**config.mk**
```make
export PLATFORM = sky130hd
export DESIGN_NAME = cfg_loader
export DESIGN_NICKNAME = d
export VERILOG_FILES = /design/src/rtl/cfg_pkg.sv /design/src/rtl/cfg_fetch_timer.sv /design/src/rtl/cfg_loader.sv
export SDC_FILE = /design/constraint.sdc
export NUM_CORES = 1
export LEC_CHECK = 0
export CAP_MARGIN = 25
export CORE_ASPECT_RATIO = 1.25
export CORE_MARGIN = 4
export CORE_UTILIZATION = 57
export DETAILED_ROUTE_END_ITERATION = 8
export GPL_ROUTABILITY_DRIVEN = 0
export GPL_TIMING_DRIVEN = 0
export HOLD_SLACK_MARGIN = 0.05
export PLACE_DENSITY = 0.86
export SLEW_MARGIN = 20
export SYNTH_ARGS = -nofsm -noshare
export SYNTH_HDL_FRONTEND = slang
export SYNTH_SLANG_ARGS = --single-unit
```
**constraint.sdc**
```tcl
create_clock -name ahb_hclk -period 4.85 [get_ports ahb_hclk]
set_input_delay 0.485 -clock ahb_hclk [delete_from_list [all_inputs] [get_ports ahb_hclk]]
set_output_delay 0.485 -clock ahb_hclk [all_outputs]
set_load 0.02 [all_outputs]
```
**src/rtl/cfg_pkg.sv**
```systemverilog
// Shared tag, error-code and state encodings for the configuration loader.
package cfg_pkg;

  localparam int NUM_FIELDS = 5;

  typedef enum logic [2:0] {
    TAG_NOP    = 3'd0,
    TAG_WIDTH  = 3'd1,
    TAG_HEIGHT = 3'd2,
    TAG_RADDR  = 3'd3,
    TAG_WADDR  = 3'd4,
    TAG_FILTER = 3'd5,
    TAG_RSVD   = 3'd6,
    TAG_END    = 3'd7
  } tag_e;

  typedef enum logic [2:0] {
    ERR_NONE     = 3'd0,
    ERR_TIMEOUT  = 3'd1,
    ERR_TAG      = 3'd2,
    ERR_DUP      = 3'd3,
    ERR_MISSING  = 3'd4,
    ERR_OVERRUN  = 3'd5,
    ERR_ZERO_DIM = 3'd6
  } err_e;

  typedef enum logic [2:0] {
    ST_IDLE,
    ST_REQ,
    ST_DECODE,
    ST_CHECK,
    ST_DONE,
    ST_ERROR
  } state_e;

endpackage

```
**src/rtl/cfg_fetch_timer.sv**
```systemverilog
// Wait counter for one read handshake: cleared by load, counts inc cycles.
// expired pulses combinationally on the LIMIT-th consecutive inc cycle.
module cfg_fetch_timer #(
  parameter int LIMIT = 255
) (
  input  logic ahb_hclk,
  input  logic n_rst,
  input  logic load,
  input  logic inc,
  output logic expired
);

  localparam int CNT_W = $clog2(LIMIT + 1);

  logic [CNT_W-1:0] cnt;

  always_ff @(posedge ahb_hclk or negedge n_rst) begin
    if (!n_rst) begin
      cnt <= '0;
    end else if (load) begin
      cnt <= '0;
    end else if (inc) begin
      cnt <= cnt + 1'b1;
    end
  end

  assign expired = inc && (cnt == CNT_W'(LIMIT - 1));

endmodule

```
**src/rtl/cfg_loader.sv**
```systemverilog
// Fetches a tagged descriptor word by word, validates it into shadow registers and
// commits all fields in one cycle; rd_req is held until rd_ready or the wait timer expires.
module cfg_loader
  import cfg_pkg::*;
#(
  parameter int DATA_W    = 32,
  parameter int ADDR_W    = 32,
  parameter int TAG_W     = 3,
  parameter int DIM_W     = 16,
  parameter int FILTER_W  = 2,
  parameter int MAX_WORDS = 8,
  parameter int TIMEOUT   = 255
) (
  input  logic                ahb_hclk,
  input  logic                n_rst,
  input  logic                start,
  input  logic [ADDR_W-1:0]   base_addr,
  output logic                rd_req,
  output logic [ADDR_W-1:0]   rd_addr,
  input  logic                rd_ready,
  input  logic [DATA_W-1:0]   rd_data,
  output logic [DIM_W-1:0]    width,
  output logic [DIM_W-1:0]    height,
  output logic [ADDR_W-1:0]   read_start_addr,
  output logic [ADDR_W-1:0]   write_start_addr,
  output logic [FILTER_W-1:0] filter_type,
  output logic                final_enable,
  output logic                busy,
  output logic                error,
  output logic [2:0]          err_code
);

  localparam int PAY_W = DATA_W - TAG_W;
  localparam int CNT_W = $clog2(MAX_WORDS + 1);

  state_e                state, state_next;
  err_e                  err_cause;
  logic [DATA_W-1:0]     hold;
  logic [ADDR_W-1:0]     addr;
  logic [CNT_W-1:0]      word_cnt;
  logic [NUM_FIELDS-1:0] seen, field_bit;
  logic [DIM_W-1:0]      width_sh, height_sh;
  logic [ADDR_W-1:0]     rsa_sh, wsa_sh;
  logic [FILTER_W-1:0]   filter_sh;
  tag_e                  tag;
  logic [PAY_W-1:0]      payload;
  logic                  is_field, dup, handshake, accept, expired, last_word, commit;

  assign tag       = tag_e'(hold[DATA_W-1 -: TAG_W]);
  assign payload   = hold[PAY_W-1:0];
  assign is_field  = (tag >= TAG_WIDTH) && (tag <= TAG_FILTER);
  assign field_bit = is_field ? (NUM_FIELDS'(1) << (3'(tag) - 3'd1)) : '0;
  assign dup       = |(seen & field_bit);
  assign handshake = (state == ST_REQ) && rd_ready;
  assign accept    = start && ((state == ST_IDLE) || (state == ST_DONE) || (state == ST_ERROR));
  assign last_word = (word_cnt == CNT_W'(MAX_WORDS - 1));
  assign commit    = (state == ST_CHECK) && (state_next == ST_DONE);
  assign rd_addr   = addr;

  // The timer restarts on every handshake and whenever no request is outstanding.
  cfg_fetch_timer #(
    .LIMIT(TIMEOUT)
  ) u_timer (
    .ahb_hclk(ahb_hclk),
    .n_rst   (n_rst),
    .load    ((state != ST_REQ) || rd_ready),
    .inc     ((state == ST_REQ) && !rd_ready),
    .expired (expired)
  );

  always_ff @(posedge ahb_hclk or negedge n_rst) begin
    if (!n_rst) begin
      state <= ST_IDLE;
    end else begin
      state <= state_next;
    end
  end

  always_comb begin
    state_next = state;
    err_cause  = ERR_NONE;
    case (state)
      ST_IDLE, ST_DONE, ST_ERROR: begin
        if (start) state_next = ST_REQ;
      end
      ST_REQ: begin
        if (rd_ready) begin
          state_next = ST_DECODE;
        end else if (expired) begin
          state_next = ST_ERROR;
          err_cause  = ERR_TIMEOUT;
        end
      end
      ST_DECODE: begin
        if (tag == TAG_RSVD) begin
          state_next = ST_ERROR;
          err_cause  = ERR_TAG;
        end else if (dup) begin
          state_next = ST_ERROR;
          err_cause  = ERR_DUP;
        end else if (tag == TAG_END) begin
          state_next = ST_CHECK;
        end else if (last_word) begin
          state_next = ST_ERROR;
          err_cause  = ERR_OVERRUN;
        end else begin
          state_next = ST_REQ;
        end
      end
      ST_CHECK: begin
        if (~&seen) begin
          state_next = ST_ERROR;
          err_cause  = ERR_MISSING;
        end else if ((width_sh == '0) || (height_sh == '0)) begin
          state_next = ST_ERROR;
          err_cause  = ERR_ZERO_DIM;
        end else begin
          state_next = ST_DONE;
        end
      end
      default: state_next = ST_IDLE;
    endcase
  end

  always_comb begin
    rd_req       = (state == ST_REQ);
    busy         = (state == ST_REQ) || (state == ST_DECODE) || (state == ST_CHECK);
    error        = (state == ST_ERROR);
    final_enable = (state == ST_DONE);
  end

  always_ff @(posedge ahb_hclk or negedge n_rst) begin
    if (!n_rst) begin
      addr             <= '0;
      hold             <= '0;
      word_cnt         <= '0;
      seen             <= '0;
      err_code         <= '0;
      width_sh         <= '0;
      height_sh        <= '0;
      rsa_sh           <= '0;
      wsa_sh           <= '0;
      filter_sh        <= '0;
      width            <= '0;
      height           <= '0;
      read_start_addr  <= '0;
      write_start_addr <= '0;
      filter_type      <= '0;
    end else begin
      if (accept) begin
        addr     <= base_addr;
        word_cnt <= '0;
        seen     <= '0;
        err_code <= '0;
      end
      if (handshake) hold <= rd_data;
      if (state == ST_DECODE) begin
        word_cnt <= word_cnt + 1'b1;
        addr     <= addr + ADDR_W'(4);
        seen     <= seen | field_bit;
        case (tag)
          TAG_WIDTH:  width_sh  <= DIM_W'(payload);
          TAG_HEIGHT: height_sh <= DIM_W'(payload);
          TAG_RADDR:  rsa_sh    <= ADDR_W'(payload);
          TAG_WADDR:  wsa_sh    <= ADDR_W'(payload);
          TAG_FILTER: filter_sh <= FILTER_W'(payload);
          default: ;
        endcase
      end
      if (err_cause != ERR_NONE) err_code <= err_cause;
      // Committed outputs move only on a fully validated descriptor.
      if (commit) begin
        width            <= width_sh;
        height           <= height_sh;
        read_start_addr  <= rsa_sh;
        write_start_addr <= wsa_sh;
        filter_type      <= filter_sh;
      end
    end
  end

endmodule

```
==> results by group, run 1 <==
GRT
  – Total gr overflow: 0
  – Vias in the first global route: around 8100
  – Tot GR Track Use: 0.2453
  – Initial antenna violation count: 0
  – First-pass GRT wire length: roughly 43 mm
  – Largest net degree at the start of global routing: between 90 and 100

Logic synthesis
  – Synth area leaders: dfrtp_1 (60%), mux2_2 (21%), nand2_1 (1.9%)
  – Mapped cell area: around 0.011 sq mm
  – Mean Syn Cell Area: 13.55 sq um
  – Synthesized flop and latch total: between 200 and 300
  – Seq/Total Area, Yosys: 0.6044
  – Synth Flop Type: dfrtp_1
  – Synth cell types: 57
  – Leading area contributor after synthesis: dfrtp_1
  – Syn Inst Count: between 800 and 900
  – Yosys warns: 0
  – Post-synth EDFFs: 0
  – Share of flip-flops with an asynchronous set or reset: 1.000
  – Top cell type's share of synthesized area: 0.6044

Critical path
  – Worst EP required: between 5000 and 6000 ps
  – CP startpoint kind: flop
  – Setup CP Type: reg -> reg
  – Crit path max-delay family: simple AND/OR/NAND/NOR gates
  – Slowest cell delay on critical path: between 400 and 500 ps
  – Worst path buffer plus inverter count: 2
  – CP arrival: approximately 3200 ps
  – CP Max Fanout: 10
  – Nature of the critical path endpoint: flop
  – Crit-path cells: nor4_1, nand4_1, nand3_1, or2_2, clkbuf_1, buf_2, mux2_2
  – FF-to-FF setup slack: 2060 ps
  – Critical-path top delay cell: nor4_1

Power and ir drop
  – Peak VDD IR: 0.3524 mV
  – Leak pwr: ~6.7 nW
  – PwrDens: 513.9 mW/mm^2

Placed design
  – Placed cell count: roughly 1300
  – Port bufs: ~200
  – Place WS: slightly above 2000 ps
  – Post-DP HPWL: between 15 and 20 mm

Clock network
  – Clk_lat worst skew: between 500 and 600 ps
  – Clock sink count: 271
  – Longest Clk Path Bufs: 3
  – Htree depth: 1
  – CTS tree: built
  – Worst-path clk slew: 60 ps
  – TritonCTS Buffers: 27
  – Post-CTS Setup Inserts: 0
  – Clk root buf: clkbuf_16

Floorplan
  – Initial Util: 0.5784
  – I/O pins: slightly above 200
  – Die Width: about 130 um
  – FP Rows: 57
  – Die Y: about 160 um
  – Core area: between 0.015 and 0.02 sq mm
  – Full die area: between 0.02 and 0.025 sq mm

STA
  – # setup viols final: 0
  – Worst Slack Setup Final: approximately 2100 ps
  – Slew HR: 0.4914
  – Min Tclk post-route: ~2800 ps
  – Final Max Slew Viols: 0
  – Hold Vio Cnt, Final: 0
  – Setup tns final: 0 ps
  – Final Skew: 10.38 ps
  – Fmax: 358.0 MHz
  – Worst-Margin Slew: between 700 and 800 ps
  – RSZ-0062 raised after global routing: no
  – Period utilization: 0.5759

Detailed routing
  – Via count: around 7700
  – Drt pass-1 iters: 5
  – Detailed-route DRC error count: 0
  – Vias per inst: 5.712
  – Final ANT Viol Nets: 0
  – DRT Wirelength: 26.96 mm
  – Initial DRC Count: 441
  – Avg WL per Cell: around 20 um

Layout
  – Most common cell after layout, fill and taps aside: dfrtp_1
  – Final cell count without fillers: roughly 1400
  – Multi-input logic area: ~0.0042 sq mm
  – Register Area: about 0.0068 sq mm
  – Fillcell total: around 1300
  – Most frequent cells in the layout: dfrtp_1 (271), mux2_2 (207), clkdlybuf4s50_1 (197)
  – Layout cell share with drive strength beyond 1: 0.2731
  – Fin nets: around 1100
  – Area Overhead vs Synth: 29.77%

Worst hold path
  – Hold Path Class: in -> async

Flow run
  – MaxCap Viol Count: 0

Outcome
  – Outcome: finished, final reports clean
routing by layer:
layer | part of all wire | track usage
met1 | 0.40 | 0.3069
met2 | 0.51 | 0.4427
met3 | 0.071 | 0.04662
met4 | 0.024 | 0.06174
met5 | 0 | 0
stage by stage:
stage	util	total power [mW]	area, sq um	hold WS, ps
2_1_floorplan	-	4.515	11240	189.4
3_3_place_gp	0.6986	5.270	13550	459.6
3_5_place_dp	0.7031	5.387	13640	426.5
4_1_cts	0.7504	7.509	14560	490.5
5_1_grt	0.7504	7.862	14560	494.8
6_report	0.7505	7.482	14560	481.0
logic make-up after synthesis:
logic type / after synthesis / share of synthesized area
compound gates: 87 / 0.05375
xor+xnor: 5 / 0.003903
fa+ha+maj: 4 / 0.004461
buf+inv: 60 / 0.02543
flops: 271 / 0.6044
mux: 219 / 0.2225
other cells: 1 / 0.0003342
simple gates: 181 / 0.08520
path summary, 6_finish.rpt:
| path | startpoint | end | cells past startpoint |
|---|---|---|---|
| setup / recovery | height_sh[10] | width[11] | 7 |
| hold / removal | n_rst | rd_addr[0] | 2 |
| setup reg to reg | height_sh[10] | width[11] | 7 |
| hold reg to reg | rd_addr[0] | rd_addr[0] | 2 |
| max in group asynchronous | n_rst | wsa_sh[17] | 4 |
| min in group ahb_hclk | rd_addr[0] | rd_addr[0] | 2 |
state kept, by name (all words and copies together), names as in the netlist, 16 cells and up:
signal and flops:
height 16, height_sh 16, hold 32, rd_addr 32, read_start_addr 29, rsa_sh 29, width 16, width_sh 16
write_start_addr 29, wsa_sh 29
timing repair:
action	CTS	global route
gates resized for setup	0	0
hold endpoints to repair	54	0
hold buffers	1	0
layout make-up:
type | instances | area share
inverter | 12 | 0.003094
tap | 265 | 0.02277
timing repair buffer | 202 | 0.1428
antenna | 1 | 0.0001719
buffer | 48 | 0.01650
sequential | 271 | 0.4658
multi-input combinational | 502 | 0.2865
clock inverter | 11 | 0.008938
clock buffer | 38 | 0.05337
worst reg2reg max path, stage by stage, from the launching register on:
cell and delay, ps:
dfrtp_1 410, nor4_1 460, nand4_1 230, nand3_1 160
or2_2 130, clkbuf_1 440, buf_2 450, mux2_2 390
cells in the mapped netlist, types with 3 or more instances:
library cell	number
dfrtp_1	271
mux2_2	207
nand2_1	57
clkbuf_1	26
nor2_1	26
nand3_1	23
o21ai_0	19
a21oi_1	17
o311ai_0	14
nand4_1	13
nor4_1	13
buf_2	12
inv_1	12
o211ai_1	10
mux2_4	9
or3_1	8
a221o_1	6
buf_4	6
nand3b_1	5
or2_2	5
ha_1	4
nor2b_1	4
or4_1	4
xor2_1	4
a211oi_1	3
and3_1	3
buf_6	3
mux2i_1	3
nor3_1	3
nor3b_1	3
power by group:
| part | switching (mW) | internal [mW] | total, mW | leakage, nW |
|---|---|---|---|---|
| registers | 0.576 | 2.86 | 3.44 | 3.60 |
| clock network | 0.837 | 1.27 | 2.11 | 0.455 |
| logic | 0.946 | 0.990 | 1.94 | 2.64 |
Note: power is estimated with default switching activity, not from simulation.
==> inputs of run 2 (changes only) <==
--- a/config.mk
+++ b/config.mk
@@ -8,12 +8,12 @@
 export CAP_MARGIN = 25
 export CORE_ASPECT_RATIO = 1.25
 export CORE_MARGIN = 4
-export CORE_UTILIZATION = 57
+export CORE_UTILIZATION = 52
 export DETAILED_ROUTE_END_ITERATION = 8
 export GPL_ROUTABILITY_DRIVEN = 0
 export GPL_TIMING_DRIVEN = 0
 export HOLD_SLACK_MARGIN = 0.05
-export PLACE_DENSITY = 0.86
+export PLACE_DENSITY = 0.79
 export SLEW_MARGIN = 20
 export SYNTH_ARGS = -nofsm -noshare
 export SYNTH_HDL_FRONTEND = slang
==> constraint.sdc (replaced) <==
create_clock -name ahb_hclk -period 2.8 [get_ports ahb_hclk]
set_input_delay 0.28 -clock ahb_hclk [delete_from_list [all_inputs] [get_ports ahb_hclk]]
set_output_delay 0.28 -clock ahb_hclk [all_outputs]
set_load 0.02 [all_outputs]
==> results by group, run 2 (synthesized netlist as in run 1, its figures left out) <==
Outcome
  – Outcome: finished, final reports clean

Power and ir drop
  – Peak VDD IR: approximately 0.63 mV
  – Pint: around 9 mW
  – PwrDens: between 800 and 900 mW/mm^2
  – Clock power frac: 0.293
  – Flop pwr share: 0.453
  – Switching Fraction: 0.3125
  – Net Sw Power: approximately 4.1 mW
  – Comb pwr share: 0.255
  – Leak pwr: a little under 7 nW

Layout
  – Most common cell after layout, fill and taps aside: dfrtp_1
  – Area Overhead vs Synth: 30.46%
  – Most frequent cells in the layout: dfrtp_1 (271), mux2_2 (207), clkdlybuf4s50_1 (197)
  – Fillcell total: 1533
  – Fin nets: 1135
  – Multi-input logic area: roughly 0.0042 sq mm
  – Layout cell share with drive strength beyond 1: 0.2758
  – Register Area: between 0.006 and 0.007 sq mm

STA
  – RSZ-0062 raised after global routing: no
  – Fmax: roughly 380 MHz
  – Setup tns final: 0 ps
  – Final Skew: 23.04 ps
  – Period utilization: 0.9381
  – Final Max Slew Viols: 0
  – # setup viols final: 0
  – Slew HR: 0.4508
  – Fin Hold WS: ~190 ps
  – Worst-Margin Slew: just over 800 ps
  – Hold Vio Cnt, Final: 0
  – Min Tclk post-route: ~2600 ps

Detailed routing
  – Initial DRC Count: about 350
  – DRT Wirelength: around 27 mm
  – Detailed-route DRC error count: 0
  – Avg WL per Cell: 19.90 um
  – Vias per inst: 5.607
  – Drt pass-1 iters: 5
  – Final ANT Viol Nets: 0
  – Via count: between 7000 and 8000

Critical path
  – R2r endpoint: height[3]
  – FF-to-FF setup slack: about 170 ps
  – Slowest cell delay on critical path: roughly 520 ps
  – Worst EP required: roughly 3200 ps
  – Setup CP Type: reg -> reg
  – CP startpoint kind: flop
  – R2R Path Start: height_sh[9]
  – Crit path max-delay family: simple AND/OR/NAND/NOR gates
  – Nature of the critical path endpoint: flop
  – Critical-path top delay cell: clkbuf_1
  – CP arrival: 3040 ps
  – Depth of the worst register-to-register path: 6
  – CP Max Fanout: 11
  – Crit-path cells: nor4_1, nand4_1, nand3_1, or2_2, clkbuf_1, mux2_2
  – Worst path buffer plus inverter count: 1

Floorplan
  – Full die area: between 0.02 and 0.025 sq mm
  – Core area: approximately 0.021 sq mm
  – Initial Util: 0.5333
  – Die Y: around 170 um
  – Die Width: 139.4 um
  – I/O pins: about 210
  – FP Rows: a little under 60

GRT
  – First-pass GRT wire length: between 40 and 50 mm
  – Largest net degree at the start of global routing: 100
  – Routing usage on met1: 0.2661
  – Total gr overflow: 0
  – Initial antenna violation count: 1
  – Vias in the first global route: 7926
  – Tot GR Track Use: 0.2216
  – Met2 usage: 0.4056
  – Met3 Use GR: 0.04924
  – Most crowded layer after global routing: met2

Worst hold path
  – Hold Path Class: in -> async

Clock network
  – Post-CTS Setup Inserts: 0
  – Htree depth: 1
  – Clk root buf: clkbuf_16
  – Worst-path clk slew: approximately 60 ps
  – TritonCTS Buffers: 27
  – Clock sink count: 271
  – Longest Clk Path Bufs: 3
  – CTS tree: built
  – Clk_lat worst skew: between 500 and 600 ps

Placed design
  – Port bufs: approximately 200
  – Post-DP HPWL: ~19 mm

Flow run
  – MaxCap Viol Count: 0
[run 2: cell types whose count changed in the layout (fill, tap and decap cells not counted)]
cell	delta
bufinv_16	+1
clkbuf_1	-3
clkbuf_8	+2
clkinv_2	-3
clkinv_4	+1
inv_6	+1
inv_8	+1
nor3b_2	-1
nor3b_4	+1
[run 2: worst max path at each step]
stage,from,end,cells past startpoint
3_3_place_gp,n_rst,write_start_addr[14],1
5_1_grt,state[0],rd_addr[27],8
3_5_place_dp,height_sh[9],write_start_addr[4],7
2_1_floorplan,state[2],hold[10],6
6_report,height_sh[9],height[3],6
4_1_cts,height_sh[9],write_start_addr[4],7
[run 2: through the flow]
| step | util | instances | setup WS (ps) | area (sq um) | total power [mW] |
|---|---|---|---|---|---|
| 2_1_floorplan | - | 833 | 417.9 | 11240 | 7.820 |
| 3_3_place_gp | 0.6447 | 1305 | -9941 | 13560 | 9.186 |
| 3_5_place_dp | 0.6488 | 1308 | 60.80 | 13650 | 9.331 |
| 4_1_cts | 0.6955 | 1359 | 34.71 | 14630 | 13.24 |
| 5_1_grt | 0.6957 | 1359 | 42.36 | 14640 | 13.81 |
| 6_report | 0.6957 | 1359 | 173.3 | 14640 | 13.14 |
[run 2: repair_timing]
| action | 4_1_cts | 5_1_grt |
|---|---|---|
| endpoints found under the setup margin | 0 | 116 |
| hold endpoints to repair | 210 | 0 |
| hold buffers | 1 | 0 |
| gates resized for setup | 0 | 1 |
[run 2: layout make-up]
cell class | count | share of cell area
Sequential cell | 271 | 0.4633
Antenna cell | 1 | 0.0001710
Tap cell | 274 | 0.02342
Multi-Input combinational cell | 502 | 0.2854
Inverter | 12 | 0.003077
Buffer | 47 | 0.01616
Clock buffer | 38 | 0.05445
Timing Repair Buffer | 202 | 0.1421
Clock inverter | 12 | 0.01188
[run 2: power by group through the flow]
| stage | combinational [mW] | clock (mW) | sequential [mW] |
|---|---|---|---|
| 6_report | 3.34 | 3.85 | 5.95 |
| 5_1_grt | 3.62 | 4.10 | 6.09 |
| 4_1_cts | 3.37 | 3.93 | 5.94 |
| 3_5_place_dp | 3.34 | 0 | 5.99 |
| 3_3_place_gp | 3.24 | 0 | 5.95 |
| 2_1_floorplan | 1.89 | 0 | 5.93 |
[run 2: per-layer routing]
metal	routed length [um]	up-vias
met2	14050	241
met1	10650	3859
met4	547	0
met5	0	-
li1	-	3478
met3	1792	42
[run 2: worst reg2reg max path, cell delays in order (launching register included)]
cell and delay, ps:
dfrtp_1 400, nor4_1 500, nand4_1 260, nand3_1 160, or2_2 270, clkbuf_1 520, mux2_2 410
